<file path="src/rtl/stage_scheduler.sv">
// Cascade stage sequencer: per window, walks the stages, fetches weak
// counts and streams global feature addresses until a verdict arrives.
module stage_scheduler #(
  parameter  int STAGE_NUM     = 25,
  parameter  int MAX_WEAKCOUNT = 211,
  parameter  int W_FEAT_ADDR   = 12,
  localparam int W_ADDR_STAGE  = $clog2(STAGE_NUM),
  localparam int W_WEAKCOUNT   = $clog2(MAX_WEAKCOUNT + 1)
) (
  input  logic                    clk,
  input  logic                    rst,
  input  logic                    start_valid,
  output logic                    start_ready,
  output logic                    cnt_addr_valid,
  input  logic                    cnt_addr_ready,
  output logic [W_ADDR_STAGE-1:0] cnt_addr_data,
  input  logic                    cnt_valid,
  output logic                    cnt_ready,
  input  logic [W_WEAKCOUNT-1:0]  cnt_data,
  output logic                    feat_valid,
  input  logic                    feat_ready,
  output logic [W_FEAT_ADDR-1:0]  feat_addr,
  output logic                    feat_eot,
  input  logic                    result_valid,
  output logic                    result_ready,
  input  logic                    result,
  output logic                    flush,
  output logic                    done_valid,
  input  logic                    done_ready,
  output logic                    done_result,
  output logic [W_ADDR_STAGE:0]   done_stages,
  output logic                    busy
);

  typedef enum logic [2:0] {
    IDLE,
    FETCH,
    WAIT_CNT,
    ISSUE,
    WAIT_RESULT,
    DONE
  } state_t;

  localparam logic [W_ADDR_STAGE-1:0] LAST_STAGE =
    W_ADDR_STAGE'(STAGE_NUM - 1);

  state_t                  state;
  logic [W_ADDR_STAGE-1:0] stage_idx;
  logic [W_FEAT_ADDR-1:0]  feat_base;
  logic [W_WEAKCOUNT-1:0]  weak_idx;
  logic [W_WEAKCOUNT-1:0]  count;
  logic                    feat_hs;
  logic                    result_hs;

  assign start_ready    = (state == IDLE);
  assign cnt_addr_valid = (state == FETCH);
  assign cnt_addr_data  = stage_idx;
  assign cnt_ready      = (state == WAIT_CNT);
  assign feat_valid     = (state == ISSUE);
  assign done_valid     = (state == DONE);
  assign busy           = (state != IDLE);
  assign result_ready   = (state != IDLE) && (state != DONE);

  assign feat_addr = feat_base + W_FEAT_ADDR'(weak_idx);
  assign feat_eot  = (state == ISSUE) &&
                     (weak_idx == count - W_WEAKCOUNT'(1));

  assign feat_hs   = feat_valid && feat_ready;
  assign result_hs = result_valid && result_ready;

  always_ff @(posedge clk) begin
    if (rst) begin
      state       <= IDLE;
      stage_idx   <= '0;
      feat_base   <= '0;
      weak_idx    <= '0;
      count       <= '0;
      done_stages <= '0;
      done_result <= 1'b0;
      flush       <= 1'b0;
    end else begin
      flush <= 1'b0;
      // A verdict wins over every other transition this cycle.
      if (result_hs) begin
        done_result <= result;
        flush       <= 1'b1;
        state       <= DONE;
        if (feat_hs && feat_eot)
          done_stages <= done_stages + (W_ADDR_STAGE+1)'(1);
      end else begin
        unique case (state)
          IDLE: begin
            if (start_valid) begin
              stage_idx   <= '0;
              feat_base   <= '0;
              weak_idx    <= '0;
              done_stages <= '0;
              state       <= FETCH;
            end
          end
          FETCH: begin
            if (cnt_addr_ready)
              state <= WAIT_CNT;
          end
          WAIT_CNT: begin
            if (cnt_valid) begin
              // Empty stages still emit one eot feature.
              count <= (cnt_data == '0) ? W_WEAKCOUNT'(1) : cnt_data;
              state <= ISSUE;
            end
          end
          ISSUE: begin
            unique case (1'b1)
              !feat_ready: ;
              feat_ready && !feat_eot: begin
                weak_idx <= weak_idx + W_WEAKCOUNT'(1);
              end
              feat_ready && feat_eot: begin
                feat_base   <= feat_base + W_FEAT_ADDR'(count);
                weak_idx    <= '0;
                done_stages <= done_stages + (W_ADDR_STAGE+1)'(1);
                if (stage_idx == LAST_STAGE) begin
                  state <= WAIT_RESULT;
                end else begin
                  stage_idx <= stage_idx + W_ADDR_STAGE'(1);
                  state     <= FETCH;
                end
              end
              default: ;
            endcase
          end
          WAIT_RESULT: ;
          DONE: begin
            if (done_ready)
              state <= IDLE;
          end
          default: state <= IDLE;
        endcase
      end
    end
  end

endmodule

</file>
<file path="config.mk">
export PLATFORM = sky130hd
export DESIGN_NAME = stage_scheduler
export DESIGN_NICKNAME = d
export VERILOG_FILES = /design/src/rtl/stage_scheduler.sv
export SDC_FILE = /design/constraint.sdc
export NUM_CORES = 1
export LEC_CHECK = 0
export CELL_PAD_IN_SITES_DETAIL_PLACEMENT = 0
export CELL_PAD_IN_SITES_GLOBAL_PLACEMENT = 1
export CORE_UTILIZATION = 36
export CTS_CLUSTER_SIZE = 28
export DETAILED_ROUTE_END_ITERATION = 16
export PLACE_DENSITY = 0.83
export SLEW_MARGIN = 20
export SYNTH_ARGS = -nofsm -noshare
export SYNTH_HDL_FRONTEND = slang
export SYNTH_SLANG_ARGS = --single-unit
</file>
<file path="constraint.sdc">
create_clock -name clk -period 2.8 [get_ports clk]
set_clock_uncertainty 0.1 [all_clocks]
set_input_delay 0.42 -clock clk [delete_from_list [all_inputs] [get_ports clk]]
set_output_delay 0.42 -clock clk [all_outputs]
set_load 0.01 [all_outputs]
</file>
* After elaboration in Yosys (flattened, before gate mapping)
Cells that the tools add are included.
** Word-level totals
- Flip-flop bits (word level) :: 44
- Input port bits :: 17
- Output and inout bits :: 33
** Operators by class
- Multiplexer cells :: 25
- Equal/unequal tests :: 22
- Bitwise gates (word level) :: 2
- Reductions and logical operators :: 21
- Add/sub/neg operators :: 6
** Operators with widths (count)
- case mux 8 bit (2 select lines) :: 2
- adder 12 x 8 -> 12 bit :: 2
- 2-to-1 mux 12 bit :: 2
- 2-to-1 mux 6 bit :: 4
- case mux 12 bit (2 select lines) :: 1
- 2-to-1 mux 3 bit :: 7
- case mux 3 bit (6 select lines) :: 1
- 2-to-1 mux 8 bit :: 2
- 2-to-1 mux 5 bit :: 3
- inequality test 3 x 1 -> 1 bit (second input constant) :: 4
- case mux 6 bit (2 select lines) :: 1
- AND reduction 4 bit :: 3
- AND reduction 6 bit :: 2
- case mux 5 bit (2 select lines) :: 1
- adder 8 x 1 -> 8 bit (second input constant) :: 1
- == test 8 bit :: 1
- zero test 8 bit :: 1
- inequality test 2 x 1 -> 1 bit (second input constant) :: 4
- inequality test 2 bit (second input constant) :: 4
- subtractor 8 x 1 -> 8 bit (second input constant) :: 1
- logical AND 1 bit :: 7
- adder 6 x 1 -> 6 bit (second input constant) :: 1
- == test 3 x 2 -> 1 bit (second input constant) :: 2
- == test 3 bit (second input constant) :: 2
- 14 further kinds :: 17

* Longest topological paths before layout
Gate-level depths: netlist of the first run.
- Word-level depth :: 7
- Mapped depth :: 12
- Gate-level depth less buffers :: 10

* Worst setup path after synthesis of the first run
OpenSTA, ideal clock, no wires.
- Path type :: reg2reg
- Start :: reg count[0]
- End :: reg stage_idx[3], in the netlist cnt_addr_data[3]
- Cell stages (with the launch flop) :: 12
- Setup slack :: 0.043 ns
- Arrival time :: 2.587 ns
- Cell sequence :: dfxtp_1 -> inv_1 -> ha_1 -> clkbuf_2 -> o21ba_1 -> a221oi_2 -> a41oi_1 -> nor4_4 -> a41oi_4 -> buf_4 -> or3_1 -> a21oi_1
** On the way
- Word-level cells in the longest chain between the ends :: 6
** RTL lines
- start, declared :: line 51 : logic [W_WEAKCOUNT-1:0] count;
- start signal, assigned :: line 108 : count <= (cnt_data == '0) ? W_WEAKCOUNT'(1) : cnt_data;
- subtractor 8 x 1 -> 8 bit :: line 66 : (weak_idx == count - W_WEAKCOUNT'(1));
- == test 8 bit :: line 66
- logical AND 1 bit :: line 65 : assign feat_eot = (state == ISSUE) &&
- logical AND 1 bit :: line 118 : feat_ready && feat_eot: begin
- inequality test 2 x 1 -> 1 bit (no source line)
- AND reduction 5 bit (no source line)
- end signal, assigned :: line 125 : stage_idx <= stage_idx + W_ADDR_STAGE'(1);
- end, declared :: line 48 : logic [W_ADDR_STAGE-1:0] stage_idx;
No other way between the ends.
A chain may end at the register's enable or synchronous reset.

* Final worst setup path of the first run
- Start :: reg feat_base[0]
- End :: out feat_addr[10]
** On the way
- Word-level cells in the longest chain between the ends :: 1
** RTL lines
- start, declared :: line 49 : logic [W_FEAT_ADDR-1:0] feat_base;
- start signal, assigned :: line 119 : feat_base <= feat_base + W_FEAT_ADDR'(count);
- adder 12 x 8 -> 12 bit :: line 64 : assign feat_addr = feat_base + W_FEAT_ADDR'(weak_idx);
- end, declared :: line 22 : output logic [W_FEAT_ADDR-1:0] feat_addr,
No other way between the ends.

==> results of run 1 <==
final cells by class:
cell class | instances | area (um2) | share of cell area [%]
multi-input combinational | 284 | 2110 | 51.1
clock buffer | 5 | 68.8 | 1.67
clock inverter | 2 | 60.1 | 1.46
inverter | 19 | 71.3 | 1.73
tap | 102 | 128 | 3.10
sequential | 44 | 888 | 21.6
timing repair buffer | 95 | 797 | 19.3
metrics by stage:
stage               util, %  instances
floorplan                 -        359
global placement       48.5        533
detailed placement     48.5        533
CTS                    51.1        547
global route           52.5        551
finish                 52.5        551
final timing paths:
path                                  start                   endpoint  slack, ns  cells after the start
setup / recovery  feat_base[0]$_SDFFE_PP0P_              feat_addr[10]      -0.02                     12
hold / removal    feat_base[7]$_SDFFE_PP0P_  feat_base[7]$_SDFFE_PP0P_       0.40                      2
setup reg to reg      count[0]$_SDFFE_PP0P_  feat_base[7]$_SDFFE_PP0P_       0.16                     10
hold reg to reg   feat_base[7]$_SDFFE_PP0P_  feat_base[7]$_SDFFE_PP0P_       0.40                      2
synth_stat cells (2+ instances only):
library cell  count
fa_1              2
nand3_2           2
nor2_1           45
clkbuf_1          6
nand2_1          22
nand3b_1          2
xor2_1           14
nor4_1            3
nor3_1            5
nand4_1           3
o211ai_1          2
or2_2             2
buf_2             3
and4_1            2
a41o_1            3
nand2b_1          8
a21oi_1          27
o32ai_1           5
o21bai_1          2
dfxtp_1          44
inv_1            19
o21ai_0          19
ha_1             21
or3_1            10
a21o_1            6
buf_1             2
xnor2_1          20
a211o_1           2
or4_1             3
a211oi_1          6
a31oi_1           2
mux2i_1          10
nand3_1          11
worst reg2reg max path: stages, from the launching register on:
cell,delay (ns)
dfxtp_1,0.33
inv_1,0.08
ha_4,0.19
o21ba_1,0.18
a221oi_2,0.26
a41oi_2,0.08
nor4_4,0.32
buf_4,0.20
a41oi_4,0.15
or4_1,0.54
a21oi_1,0.15
power breakdown:
part | switching (mW) | total [mW] | internal (mW)
clock | 0.218 | 0.569 | 0.351
sequential | 0.0646 | 0.734 | 0.669
combinational | 0.502 | 0.959 | 0.457
metal layers:
metal	track usage (%)	vias up	part of all wire (%)
met2	30.6	46	50
met1	23.6	1396	46
li1	-	1465	-
met4	5.00	0	0.93
met5	0	-	0
met3	2.96	7	2.8
repair_timing:
item,4_1_cts,5_1_grt
buffers inserted,7,4
pin swaps,8,13
gates resized for setup,35,29
gates cloned,0,2
hold endpoints to repair,0,0
setup endpoints to repair,18,24
registers in the layout (all words and copies together), names as in the netlist:
name	flops
done_result	1
done_stages	6
feat_base	12
flush	1
state	3
weak_idx	8
cnt_addr_data	5
count	8
cells by family (layout without fill, tap and decap cells):
logic type               count (synthesis)  in the layout  share of synthesized area [%]
flip-flops                              44             44                           29.6
buffers and inverters                   32            121                           4.33
XOR/XNOR                                34             34                           10.0
AO/OA/AOI/OAI                           90             91                           21.0
adder cells (fa/ha/maj)                 23             23                           10.2
AND/OR/NAND/NOR                        126            126                           21.6
multiplexers                            10             10                           3.36
==> reports/qor.yml, run 1 <==
outcome:
  status: "complete, but fails checks"
  failed_checks: "negative setup slack"
die:
  die_w_um: 93.0
  fp.coreArea_um2: 7850
  rows: 32
  die-area_um2: 8640
  io_pins: 50
  die_height_um: 93.0
  initial_core_util_pct: 37.9
detailed_routing:
  drt-total-wl_um: 7670
  first_pass_iters: 6
  vias: 2914
  vias_per_cell: 5.29
  drt_iter0_drc: 80
  drc: 0
  avgRoutedWirePerCell_um: 13.9
  ant_nets: 0
final_layout:
  layout.nets: 489
  layout_commonest_cell: "nor2_1"
  fillers: 788
  final_layout_size_suffix_gt1_share_pct: 20.9
  final_cell_mix: "nor2_1 (45), buf_4 (43), dfxtp_1 (40), clkdlybuf4s50_1 (40), a21oi_1 (24)"
  area.growth.synth_to_final_pct: 38.4
  stdcell_area_um2: 4120
  diodes: 0
grt:
  grt_usage_pct: 18.1
  grt_antenna_before_repair: 0
  grt_pass1_wl_um: 12500
  grt_max_degree: 40
  grt_pass1_vias: 2663
  grt_overflow: 0
sta:
  finalCritPeriodShare_pct: 101
  setup_viol: 1
  worstMarginPinSlew_ns: 0.519
  grt_setup_unrepaired: "yes"
  hold_violations: 0
  fmax_mhz: 355
  timing.hold.ws_ns: 0.400
  tns_ns: -0.0154
  min_period_ns: 2.82
  slew_violations: 0
  maxSlewHeadroom_pct: 65.3
  setup_ws_ns: -0.0154
placed_design:
  dp_slack_ns: -0.247
  globalplace.congestion: 0.834
  placed_area_um2: 3810
  dpl.hpwl_um: 5640
  io_buffers: 49
synth:
  syn_area_per_cell_um2: 8.29
  yosysSeqAreaShare_pct: 29.6
  synth_cell_type_count: 59
  ys_seq_elements: 44
  yosys_warnings: 0
  synth_edf_count: 0
  synth_top_area_cell: "dfxtp_1"
  synth_area_leaders: "dfxtp_1 (30%), ha_1 (8.8%), xnor2_1 (5.9%), nor2_1 (5.7%), a21oi_1 (4.5%)"
  syn_area_um2: 2980
  async_reset_ff_share_pct: 0
  synthCells: 359
  synth_top_area_share_pct: 29.6
  synth_flop_cell: "dfxtp_1"
  synth_nets: 399
critical_path:
  crit_buf_inv: 3
  crit_fanout: 2
  crit_chain: "ha_4 > inv_2 > fa_2 > nor2b_2 > o21ai_2 > a21boi_2 > o21ai_2 > a21oi_2 > buf_4 > o211ai_1 > xnor2_1 > buf_2"
  crit_type: "flop to output pin"
  crit_path_max_incr_delay_ns: 0.36
  cp.required_ns: 2.28
  crit_path_end_kind: "output pin"
  cp.arrival_ns: 2.30
  cp_top_family: "compound AO/OA/AOI/OAI gates"
  start_kind: "flop"
  cpMostUsedCell: "o21ai_2"
  slowest_stage: "dfxtp_2"
clocking:
  root_buffer: "clkbuf_8"
  cts_tree: "built"
  clock_latency_ns: 0.30
  h-tree-depth: 2
  numCtsBuffers: 5
  clk_path_buf_depth: 2
  clkSinkCount: 44
  clk_pin_slew_ns: 0.09
  cts_hold_buf: 0
power:
  p_leak_nw: 1.74
  total_power_mw: 2.26
  peakVddDrop_v: 0.000256
  power.density_nw_per_um2: 549
flow_run:
  max-cap-violations: 0
min_path:
  min_path_type: "flop to flop"
(Power assumes the default switching activity.)
==> inputs of run 2 (changes only) <==
Settings changed: GPL_TIMING_DRIVEN set to 0.
==> run 2 against run 1 <==
Net effect: critical path type unchanged; register-to-register slack worse by 0.03 ns; wire length is 1.9% higher; total power is essentially flat; combinational power increased by 3.4%; design area fell by 1.5%; final cell count shrank 2.5%; the run still ends with negative setup slack left; utilization shrank 0.80 points; worst setup slack got worse by 0.022 ns; clock power down 4.9%.
==> reports/qor.yml, run 2 (synthesis gave the netlist of run 1 again) <==
outcome:
  status: "complete, but fails checks"
  failed_checks: "negative setup slack"
final_layout:
  fillers: 773
  layout_commonest_cell: "nor2_1"
  final_layout_size_suffix_gt1_share_pct: 18.2
  final_cell_mix: "nor2_1 (44), clkdlybuf4s50_1 (41), dfxtp_1 (38)"
  diodes: 0
  seq_area_um2: 901
  layout.nets: 474
  area.growth.synth_to_final_pct: 36.3
  largest_register: "feat_base"
  multi_input_area_um2: 2160
  largest_reg_flops: 12
  reg_top3: "feat_base x12, count x8, weak_idx x8"
power:
  p_leak_nw: 1.66
  power.density_nw_per_um2: 558
  total_power_mw: 2.26
  p_sw_share_pct: 36.9
  comb_power_share_pct: 43.9
  power_frac_seq_pct: 32.3
  power_frac_clock_pct: 23.9
  peakVddDrop_v: 0.000313
  p_switching_uw: 835
  p_int_mw: 1.43
sta:
  hold_violations: 0
  slew_violations: 0
  tns_ns: -0.0372
  min_period_ns: 2.84
  grt_setup_unrepaired: "yes"
  finalCritPeriodShare_pct: 101
  maxSlewHeadroom_pct: 60.6
  fmax_mhz: 352
  setup_viol: 1
  setup_ws_ns: -0.0372
  worstMarginPinSlew_ns: 0.591
die:
  io_pins: 50
  die-area_um2: 8640
  rows: 32
  die_height_um: 93.0
  die_w_um: 93.0
  initial_core_util_pct: 37.9
  fp.coreArea_um2: 7850
clocking:
  h-tree-depth: 2
  clk_path_buf_depth: 2
  root_buffer: "clkbuf_8"
  cts_hold_buf: 0
  clkSinkCount: 44
  clock_latency_ns: 0.30
  numCtsBuffers: 5
  cts_tree: "built"
  clk_pin_slew_ns: 0.09
critical_path:
  cp.required_ns: 2.28
  crit_buf_inv: 3
  crit_path_end_kind: "output pin"
  cp.arrival_ns: 2.32
  ff2ff_path_depth: 12
  rr_startpoint: "count[0]$_SDFFE_PP0P_"
  crit_type: "flop to output pin"
  start_kind: "flop"
  r2r-end: "feat_base[10]$_SDFFE_PP0P_"
  cpMostUsedCell: "o21ai_2"
  slowest_stage: "dfxtp_2"
  crit_chain: "ha_4 > inv_2 > fa_2 > nor2b_2 > o21ai_2 > a21boi_2 > o21ai_2 > a21oi_2 > buf_4 > o211ai_1 > xnor2_1 > buf_2"
  crit_path_max_incr_delay_ns: 0.36
  crit_fanout: 2
  cp_top_family: "compound AO/OA/AOI/OAI gates"
  rrSetupSlack_ns: 0.13
detailed_routing:
  first_pass_iters: 4
  drt_iter0_drc: 117
  ant_nets: 0
  vias: 2848
  avgRoutedWirePerCell_um: 14.5
  drc: 0
  vias_per_cell: 5.30
  drt-total-wl_um: 7810
min_path:
  hold_end: "feat_base[4]$_SDFFE_PP0P_"
  min_path_type: "flop to flop"
  worstHoldStart: "feat_base[4]$_SDFFE_PP0P_"
  holdPathStages: 2
grt:
  grt_overflow: 0
  grt_pass1_vias: 2589
  grt_pass1_wl_um: 12600
  grt_antenna_before_repair: 0
  grt_max_degree: 14
  grt_usage_pct: 18.1
placed_design:
  globalplace.congestion: 0.837
  dpl.hpwl_um: 5550
  io_buffers: 49
flow_run:
  max-cap-violations: 0
[run 2: how the worst max path moves through the flow]
stage	startpoint	to	slack, ns	cells after the start
after floorplan	count[0]$_SDFFE_PP0P_	cnt_addr_data[3]$_SDFFE_PP0P_	0.04	11
after global placement	weak_idx[0]$_SDFFE_PP0P_	feat_addr[10]	-0.51	11
after detailed placement	weak_idx[0]$_SDFFE_PP0P_	feat_addr[10]	-0.55	11
after CTS	feat_base[0]$_SDFFE_PP0P_	feat_addr[10]	-0.14	12
after global routing	feat_base[0]$_SDFFE_PP0P_	feat_addr[10]	-0.17	12
final	feat_base[0]$_SDFFE_PP0P_	feat_addr[10]	-0.04	12
[run 2: cell type report]
type	count	area share [%]
Inverter	19	1.76
Sequential cell	44	22.2
Timing Repair Buffer	68	15.0
Tap cell	102	3.15
Clock inverter	1	0.740
Multi-Input combinational cell	284	53.3
Buffer	12	1.45
Clock buffer	7	2.37
[run 2: routing by layer]
layer / vias to the layer above / track usage (%) / share of wire, %
met3: 10 / 2.71 / 3.3
met5: - / 0 / 0
met2: 63 / 31.6 / 50
met4: 0 / 3.08 / 1.3
met1: 1328 / 23.6 / 45
li1: 1447 / - / -
[run 2: metrics by stage]
stage	instances	hold WS [ns]	setup slack [ns]	instance area (um2)	utilization, %
after floorplan	359	0.353	0.0433	2980	-
after global placement	510	0.371	-0.506	3600	45.8
after detailed placement	510	0.378	-0.547	3600	45.8
after CTS	529	0.397	-0.136	3890	49.5
after global routing	537	0.418	-0.168	4060	51.7
final	537	0.390	-0.0372	4060	51.7
[run 2: timing repair]
item,in CTS,in global routing
buffers inserted,12,6
pin swaps,14,9
gates resized for setup,58,24
endpoints found under the setup margin,40,38
cloned,0,2
[run 2: power groups by stage]
stage | Clock [mW] | Sequential [mW] | Combinational, mW
final | 0.541 | 0.730 | 0.992
after global routing | 0.569 | 0.738 | 1.07
after global placement | 0 | 0.738 | 0.810
after CTS | 0.545 | 0.725 | 0.885
after detailed placement | 0 | 0.738 | 0.817
after floorplan | 0 | 0.726 | 0.519
[run 2: tightest hold or removal path: stages, from the launching register on]
cell and delay (ns):
dfxtp_1 0.34, nand2_1 0.06, a21oi_1 0.05
